## config.mk

```make
export PLATFORM = sky130hd
export DESIGN_NAME = noc_input_vc_buffer
export DESIGN_NICKNAME = d
export VERILOG_FILES = /design/src/rtl/noc_input_vc_buffer_pkg.sv /design/src/rtl/noc_vc_fifo.sv /design/src/rtl/noc_input_vc_buffer.sv
export SDC_FILE = /design/constraint.sdc
export NUM_CORES = 1
export LEC_CHECK = 0
export ABC_AREA = 0
export CORE_ASPECT_RATIO = 1.5
export CORE_MARGIN = 3
export CORE_UTILIZATION = 57
export CTS_BUF_LIST = sky130_fd_sc_hd__clkbuf_8
export DETAILED_ROUTE_END_ITERATION = 10
export MAX_ROUTING_LAYER = met4
export PLACE_DENSITY = 0.82
export SYNTH_ARGS = -nofsm -noshare
export SYNTH_HDL_FRONTEND = slang
export SYNTH_HIERARCHICAL = 1
export SYNTH_SLANG_ARGS = --single-unit
```

## constraint.sdc

```tcl
create_clock -name noc_clk -period 3.1 [get_ports noc_clk]
set_clock_uncertainty 0.2 [all_clocks]
set_input_delay 0.93 -clock noc_clk [delete_from_list [all_inputs] [get_ports noc_clk]]
set_output_delay 0.93 -clock noc_clk [all_outputs]
set_load 0.005 [all_outputs]
```

## src/rtl/noc_input_vc_buffer_pkg.sv

```systemverilog
// Shared NoC router parameters and types used by the input VC buffer.
package Noc_parameters;

    localparam int unsigned Noc_VC_Channel      = 2;
    localparam int unsigned Noc_Data_Width      = 8;
    localparam int unsigned Noc_VC_Buffer_Depth = 4;

    typedef logic [$clog2(Noc_VC_Channel)-1:0] t_vc_id;

endpackage

```

## src/rtl/noc_vc_fifo.sv

```systemverilog
// Single-VC synchronous FIFO: register array storage, wrapping pointers, 0..DEPTH count.
module noc_vc_fifo #(
    parameter  int unsigned DEPTH      = 4,
    parameter  int unsigned DATA_WIDTH = 8,
    localparam int unsigned PTR_W      = $clog2(DEPTH),
    localparam int unsigned CNT_W      = $clog2(DEPTH) + 1
) (
    input  logic                  clk,
    input  logic                  rst_n,
    input  logic                  push,
    input  logic                  pop,
    input  logic [DATA_WIDTH-1:0] data,
    output logic                  full,
    output logic                  empty,
    output logic [CNT_W-1:0]      count,
    output logic [DATA_WIDTH-1:0] head
);

    logic [DATA_WIDTH-1:0] mem [DEPTH];
    logic [PTR_W-1:0]      wr_ptr;
    logic [PTR_W-1:0]      rd_ptr;
    logic                  do_push;
    logic                  do_pop;

    // Acceptance is judged on the start-of-cycle count, so a full FIFO refuses even while popping.
    assign full    = (count == CNT_W'(DEPTH));
    assign empty   = (count == '0);
    assign do_push = push && !full;
    assign do_pop  = pop && !empty;
    assign head    = mem[rd_ptr];

    always_ff @(posedge clk or negedge rst_n) begin
        if (!rst_n) begin
            wr_ptr <= '0;
            rd_ptr <= '0;
            count  <= '0;
        end else begin
            if (do_push) wr_ptr <= wr_ptr + PTR_W'(1);
            if (do_pop)  rd_ptr <= rd_ptr + PTR_W'(1);
            case ({do_push, do_pop})
                2'b10:   count <= count + CNT_W'(1);
                2'b01:   count <= count - CNT_W'(1);
                default: count <= count;
            endcase
        end
    end

    // Flit storage carries no reset; validity is tracked by count alone.
    always_ff @(posedge clk) begin
        if (do_push) mem[wr_ptr] <= data;
    end

endmodule

```

## src/rtl/noc_input_vc_buffer.sv

```systemverilog
// Router input stage: demultiplexes link flits into per-VC FIFOs and exposes each VC head independently.
module noc_input_vc_buffer
    import Noc_parameters::*;
#(
    parameter  int unsigned CHANNELS   = Noc_VC_Channel,
    parameter  int unsigned DEPTH      = Noc_VC_Buffer_Depth,
    parameter  int unsigned DATA_WIDTH = Noc_Data_Width,
    localparam int unsigned VC_W       = (CHANNELS > 1) ? $clog2(CHANNELS) : 1,
    localparam int unsigned CNT_W      = $clog2(DEPTH) + 1
) (
    input  logic                           noc_clk,
    input  logic                           noc_rst_n,
    input  logic                           in_valid,
    input  logic [VC_W-1:0]                in_vc,
    input  logic [DATA_WIDTH-1:0]          in_flit,
    output logic [CHANNELS-1:0]            vc_ready,
    output logic [CHANNELS-1:0]            out_valid,
    output logic [CHANNELS*DATA_WIDTH-1:0] out_flit,
    input  logic [CHANNELS-1:0]            out_ready,
    output logic [CHANNELS*CNT_W-1:0]      occupancy,
    output logic                           err_overflow
);

    logic [CHANNELS-1:0] full;
    logic [CHANNELS-1:0] empty;
    logic [CHANNELS-1:0] push;
    logic                vc_ok;
    logic                drop;

    assign vc_ok = (32'(in_vc) < CHANNELS);

    // Decode the link flit into a one-hot push, or flag it as dropped.
    always_comb begin
        push = '0;
        drop = 1'b0;
        if (in_valid) begin
            if (!vc_ok) begin
                drop = 1'b1;
            end else if (full[in_vc]) begin
                drop = 1'b1;
            end else begin
                push[in_vc] = 1'b1;
            end
        end
    end

    always_ff @(posedge noc_clk or negedge noc_rst_n) begin
        if (!noc_rst_n) begin
            err_overflow <= 1'b0;
        end else if (drop) begin
            err_overflow <= 1'b1;
        end
    end

    for (genvar v = 0; v < CHANNELS; v++) begin : g_vc
        logic [CNT_W-1:0]      cnt;
        logic [DATA_WIDTH-1:0] head;

        noc_vc_fifo #(
            .DEPTH      (DEPTH),
            .DATA_WIDTH (DATA_WIDTH)
        ) u_fifo (
            .clk   (noc_clk),
            .rst_n (noc_rst_n),
            .push  (push[v]),
            .pop   (out_ready[v]),
            .data  (in_flit),
            .full  (full[v]),
            .empty (empty[v]),
            .count (cnt),
            .head  (head)
        );

        // All per-VC outputs derive from registered FIFO state only.
        assign vc_ready[v]                            = !full[v];
        assign out_valid[v]                           = !empty[v];
        assign out_flit[v*DATA_WIDTH +: DATA_WIDTH]   = head;
        assign occupancy[v*CNT_W +: CNT_W]            = cnt;
    end

endmodule

```

Word level (Yosys, flattened, before mapping)
Memory sizes are Yosys's and may differ from the RTL's.
Index checks and enable logic that the tools add are counted.

word-level totals
  register bits = 15
  memory bits (writable) = 64
  bits of input ports = 14
  output and inout bits = 27
  logic and storage cells = 52
  memories kept = 2

memory list
  name                depth  width  rd ports  clocked after Yosys merged registers in  wr ports  line               RTL
  g_vc[0].u_fifo.mem  4      8      1         0                                        1         noc_vc_fifo.sv:19  logic [DATA_WIDTH-1:0] mem [DEPTH];
  g_vc[1].u_fifo.mem  4      8      1         0                                        1         noc_vc_fifo.sv:19

cells by class
  add/subtract/negate cells = 8
  order comparisons = 2
  equality and inequality tests = 6
  multiplexer cells = 14
  reduce and logical (&&, ||, !) cells = 13

operators by type and width
  kind                                                                    number
  3-bit case mux with 2 select lines                                      2
  1-bit two-way mux                                                       9
  2-bit by 1-bit adder with 2-bit output (second input constant)          4
  3-bit by 1-bit adder with 3-bit output (second input constant)          2
  3-bit equality test (second input constant)                             2
  3-bit logical NOT                                                       2
  3-bit by 1-bit subtractor with 3-bit output (second input constant)     2
  1-bit logical AND                                                       5
  2-bit by 1-bit equality test with 1-bit output (second input constant)  2
  2-bit equality test (second input constant)                             2
  1-bit logical NOT                                                       4
  2-bit two-way mux                                                       2
  2-bit nonzero test                                                      2
  1-bit by 2-bit < comparator with 1-bit output (second input constant)   1
  1-bit demux with 1-bit select                                           1
  1-bit >= comparator (second input constant)                             1

Longest topological paths before layout
  depth in word-level cells = 9
  mapped depth = 11

Cells and area by module
Netlist, hierarchy kept.

by module, submodules not included
  module               instances  cells each  area an instance (sq um)
  noc_vc_fifo          2          79          1592.8
  noc_input_vc_buffer  1          9           73.8

Worst setup path before layout
No wires, ideal clock.

  path type = input port to flip-flop
  start point = in in_valid
  end point = reg g_vc[1].u_fifo.count[2]
  library setup time = 0.079 ns
  data arrival time = 2.267 ns
  data required time = 2.821 ns
  path slack = 0.553 ns
  stages = 9
  cells stage by stage = and3_2 > nor2b_4 > inv_1 > ha_1 > inv_1 > fa_1 > xor2_1 > nor2_1 > xor2_1

on the way
  longest elaborated chain between the ends = 4
  elaborated cells between the ends (all ways) = 6

ends and longest elaborated chain
  what                                                                                          line                       RTL
  start: declaration                                                                            noc_input_vc_buffer.sv:13  input logic in_valid,
  2-bit two-way mux *                                                                           noc_input_vc_buffer.sv:36  if (in_valid) begin
  1-bit logical AND *                                                                           noc_vc_fifo.sv:28          assign do_push = push && !full;
  2-bit by 1-bit equality test with 1-bit output / 2-bit equality test (equally long branches)  noc_vc_fifo.sv:40          case ({do_push, do_pop})
  3-bit case mux with 2 select lines / 2-bit nonzero test (equally long branches)               -
  end signal: assignment                                                                        noc_vc_fifo.sv:41          2'b10: count <= count + CNT_W'(1);
  end signal: assignment                                                                        noc_vc_fifo.sv:42          2'b01: count <= count - CNT_W'(1);
  end signal: assignment                                                                        noc_vc_fifo.sv:43          default: count <= count;
  end: declaration                                                                              noc_vc_fifo.sv:15          output logic [CNT_W-1:0] count,

Every way passes the cells marked *; elsewhere a longest branch is shown, timed or not.
A chain may end at the register's enable or synchronous reset.

Final worst setup path
  start point = reg g_vc[1].u_fifo.rd_ptr[0]
  end point = out out_flit[12]

on the way
  longest elaborated chain between the ends = 1

ends and longest elaborated chain
  what                      line                       RTL
  start: declaration        noc_vc_fifo.sv:21          logic [PTR_W-1:0] rd_ptr;
  start signal: assignment  noc_vc_fifo.sv:39          if (do_pop) rd_ptr <= rd_ptr + PTR_W'(1);
  memory 4 x 8 bit          -
  end: declaration          noc_input_vc_buffer.sv:18  output logic [CHANNELS*DATA_WIDTH-1:0] out_flit,

No other way between the ends.

==> run_results.csv <==
group,metric,value,unit
run_status,status,"finished, final reports clean",
pwr,clockPowerShare,20.1,%
floorplanning,pin_count,41,
cts,cts.htree.levels,3,
pwr,power_frac_comb,34.1,%
floorplanning,core,5490,µm²
detailed_routing,drt_first_pass_iters,4,
detailed_routing,route.detailed.drc,0,
pwr,p_per_area,894,nW/µm²
cts,cts.sinks,79,
placement,place_area,3740,µm²
sta,slew_viol_final,0,
sta,clock.fmax,332,MHz
sta,fin_crit_sh,97.2,%
cts,clk_pin_slew,0.07,ns
synthesis,ys_ff_latch,79,
sta,fin_tns_setup,0,ns
setup_path,critPathMaxFanout,10,
finish,nets,242,
cts,clk_latency,0.33,ns
sta,setup_slack,0.0882,ns
global_route,grt-ovfl-total,0,
finish,drive_gt1_share,23.6,%
finish,stdcell_area,3940,µm²
detailed_routing,postRouteAntennaNets,0,
worst_hold_path,hold_start,"err_overflow$_DFFE_PN0P_",
sta,min_period,3.01,ns
detailed_routing,via_count,1580,
setup_path,path_class,"flip-flop to primary output",
cts,cts_hold_buffers,0,
setup_path,rr_startpoint,"g_vc[1].u_fifo/count[0]$_DFFE_PN0P_",
cts,cts_tree,"done",
finish,n_fill_cell,341,
global_route,grt_max_degree,16,
cts,root_buffer,"clkbuf_8",
worst_hold_path,min_to,"err_overflow$_DFFE_PN0P_",
placement,pre_cts_ws,-0.0381,ns
placement,place.gp.congestion,0.746,
finish,area_growth,20.8,%
synthesis,yosysUniqueCellTypes,23,
pwr,totalPowerFinal,3520,µW
placement,portBuffers,40,
worst_hold_path,min_path_type,"flip-flop to flip-flop",
synthesis,seq_area_frac_synth,70.5,%
detailed_routing,vias_per_cell,5.45,
pwr,p_sw_share,29.3,%
synthesis,yosys.area.top_type,"edfxtp_1",
floorplanning,fp.dieW,67.7,µm
synthesis,syn_inst,167,
global_route,antenna_found_initial,0,
sta,worst_slew_pin_slew,0.698,ns
pwr,seqPwrFrac,45.8,%
floorplanning,die_y,98.6,µm
setup_path,cp-start-kind,"flip-flop",
synthesis,yosysTopAreaCellShare,59.0,%
detailed_routing,post_drt_wl_per_cell,19.8,µm
floorplanning,row_count,33,
setup_path,cp_data_arrival_time,1.88,ns
pwr,internal_power,2490,µW
finish,diodes,0,
global_route,track_usage,20.3,%
pwr,leakagePower,0.00142,µW
setup_path,rr_endpoint,"g_vc[1].u_fifo/count[2]$_DFFE_PN0P_",
placement,hpwl,4.11,mm
setup_path,cp-end-kind,"primary output",
global_route,grt_pass1_vias,1784,
sta,max_slew_margin,53.3,%
pwr,max-vdd-ir-drop,0.618,mV
cts,cts_buffer_depth,2,
floorplanning,initial_core_util,59.4,%
worst_hold_path,whs_path_depth,1,
detailed_routing,routed_wl,5.75,mm
finish,finish.utilization,71.7,%
sta,setup_violations,0,
cts,numCtsBuffers,9,
synthesis,synth.cell_area,3260,µm²
global_route,grt_pass1_wl,9.20,mm
pwr,power.switching,1030,µW
synthesis,syn_nets,193,
setup_path,ff2ff_path_depth,11,
synthesis,synth_area_per_cell,19.5,µm²
setup_path,cp.required,1.97,ns
detailed_routing,first_iter_violations,81,
synthesis,synth_area_leaders,"edfxtp_1 (59%), dfrtp_1 (12%), mux4_2 (11%)",
synthesis,yosys_warnings,6,
floorplanning,die_area,6680,µm²
sta,rsz0062_at_grt,"no",
sta,hold_violations,0,
job,drv_cap,0,
setup_path,rrSetupSlack,0.41,ns
cts,cts_setup_buffers,0,
-- cell usage after synthesis --
cell type,n
nand2_1,2
mux2_1,1
dfrtp_1,15
mux2i_1,2
and2_2,8
clkbuf_1,2
nor3b_1,1
inv_1,16
a21o_1,1
xor2_1,6
mux4_2,16
nor3b_4,2
and3_2,1
mux2_4,2
xnor2_1,6
ha_1,10
fa_1,2
nor3_1,2
o31a_2,2
nor2_1,2
edfxtp_1,64
buf_2,2
nor2b_4,2
-- power by group through the flow --
| stage | clock (µW) | sequential [µW] | combinational, µW |
|---|---|---|---|
| floorplan | 0 | 1480 | 749 |
| global placement | 0 | 1590 | 1110 |
| detailed placement | 0 | 1630 | 1200 |
| CTS | 722 | 1610 | 1210 |
| global route | 765 | 1650 | 1310 |
| finish | 707 | 1610 | 1200 |
-- metal layers --
layer / vias up / part of all wire, % / GRT usage (%)
met5: - / 0 / -
met4: 0 / 1.9 / 8.44
met3: 8 / 3.9 / 4.22
met2: 52 / 57 / 33.3
met1: 799 / 38 / 24.0
li1: 721 / - / -
-- worst max-delay path, cell delays in order (launching register included) --
cell	delay [ns]
dfrtp_4	0.55
mux4_2	0.55
clkdlybuf4s50_1	0.46
-- timing repair --
action,CTS,global route
resized for setup,2,2
setup endpoints to repair,16,14
pin swaps,0,0
-- area by class of cell --
type,instances,area (µm²),share of cell area (%)
Sequential cell,79,2300,58.5
Multi-Input combinational cell,68,885,22.5
Timing Repair Buffer,42,415,10.5
Clock buffer,9,124,3.14
Tap cell,70,87.6,2.22
Clock inverter,6,62.6,1.59
Inverter,16,60.1,1.52
-- layout by cell type (no fill, tap or decap), types with 6 or more instances in the layout --
cell type        instances
edfxtp_1                64
clkdlybuf4s50_1         40
inv_1                   16
mux4_2                  16
dfrtp_1                 13
ha_1                    10
clkbuf_8                 9
and2_2                   8
xnor2_1                  6
xor2_1                   6
-- how the worst max path moves through the flow --
stage,start,end,slack [ns]
global placement,in_valid,g_vc[1].u_fifo/count[2]$_DFFE_PN0P_,0.1
floorplan,in_valid,g_vc[1].u_fifo/count[2]$_DFFE_PN0P_,0.55
CTS,g_vc[1].u_fifo/rd_ptr[0]$_DFFE_PN0P_,out_flit[11],0.01
global route,g_vc[1].u_fifo/rd_ptr[0]$_DFFE_PN0P_,out_flit[11],0.02
detailed placement,in_vc,g_vc[1].u_fifo/count[2]$_DFFE_PN0P_,-0.04
finish,g_vc[1].u_fifo/rd_ptr[0]$_DFFE_PN0P_,out_flit[12],0.09
-- through the flow --
stage / std cells / hold WS (ns)
floorplan: 167 / 0.251
global route: 290 / 0.317
detailed placement: 275 / 0.252
CTS: 290 / 0.281
finish: 290 / 0.281
global placement: 275 / 0.241
-- registers in the layout, indices dropped and copies added, names as in the netlist --
signal	flops
g_vc.u_fifo/rd_ptr	4
g_vc.u_fifo/count	6
err_overflow	1
g_vc.u_fifo/wr_ptr	4
g_vc.u_fifo/mem	64
-- cells by family (layout without fill, tap and decap cells) --
group | Yosys count | after routing | share of synthesized area [%]
AOI/OAI and AO/OA | 3 | 3 | 0.845
xor gates and xnor gates | 12 | 12 | 3.22
adders and majority gates | 12 | 12 | 5.07
buffers and inverters | 20 | 73 | 2.38
DFF | 79 | 79 | 70.5
muxes | 21 | 21 | 12.9
and+or+nand+nor | 20 | 20 | 5.07
Note: power is estimated with default switching activity, not from simulation.
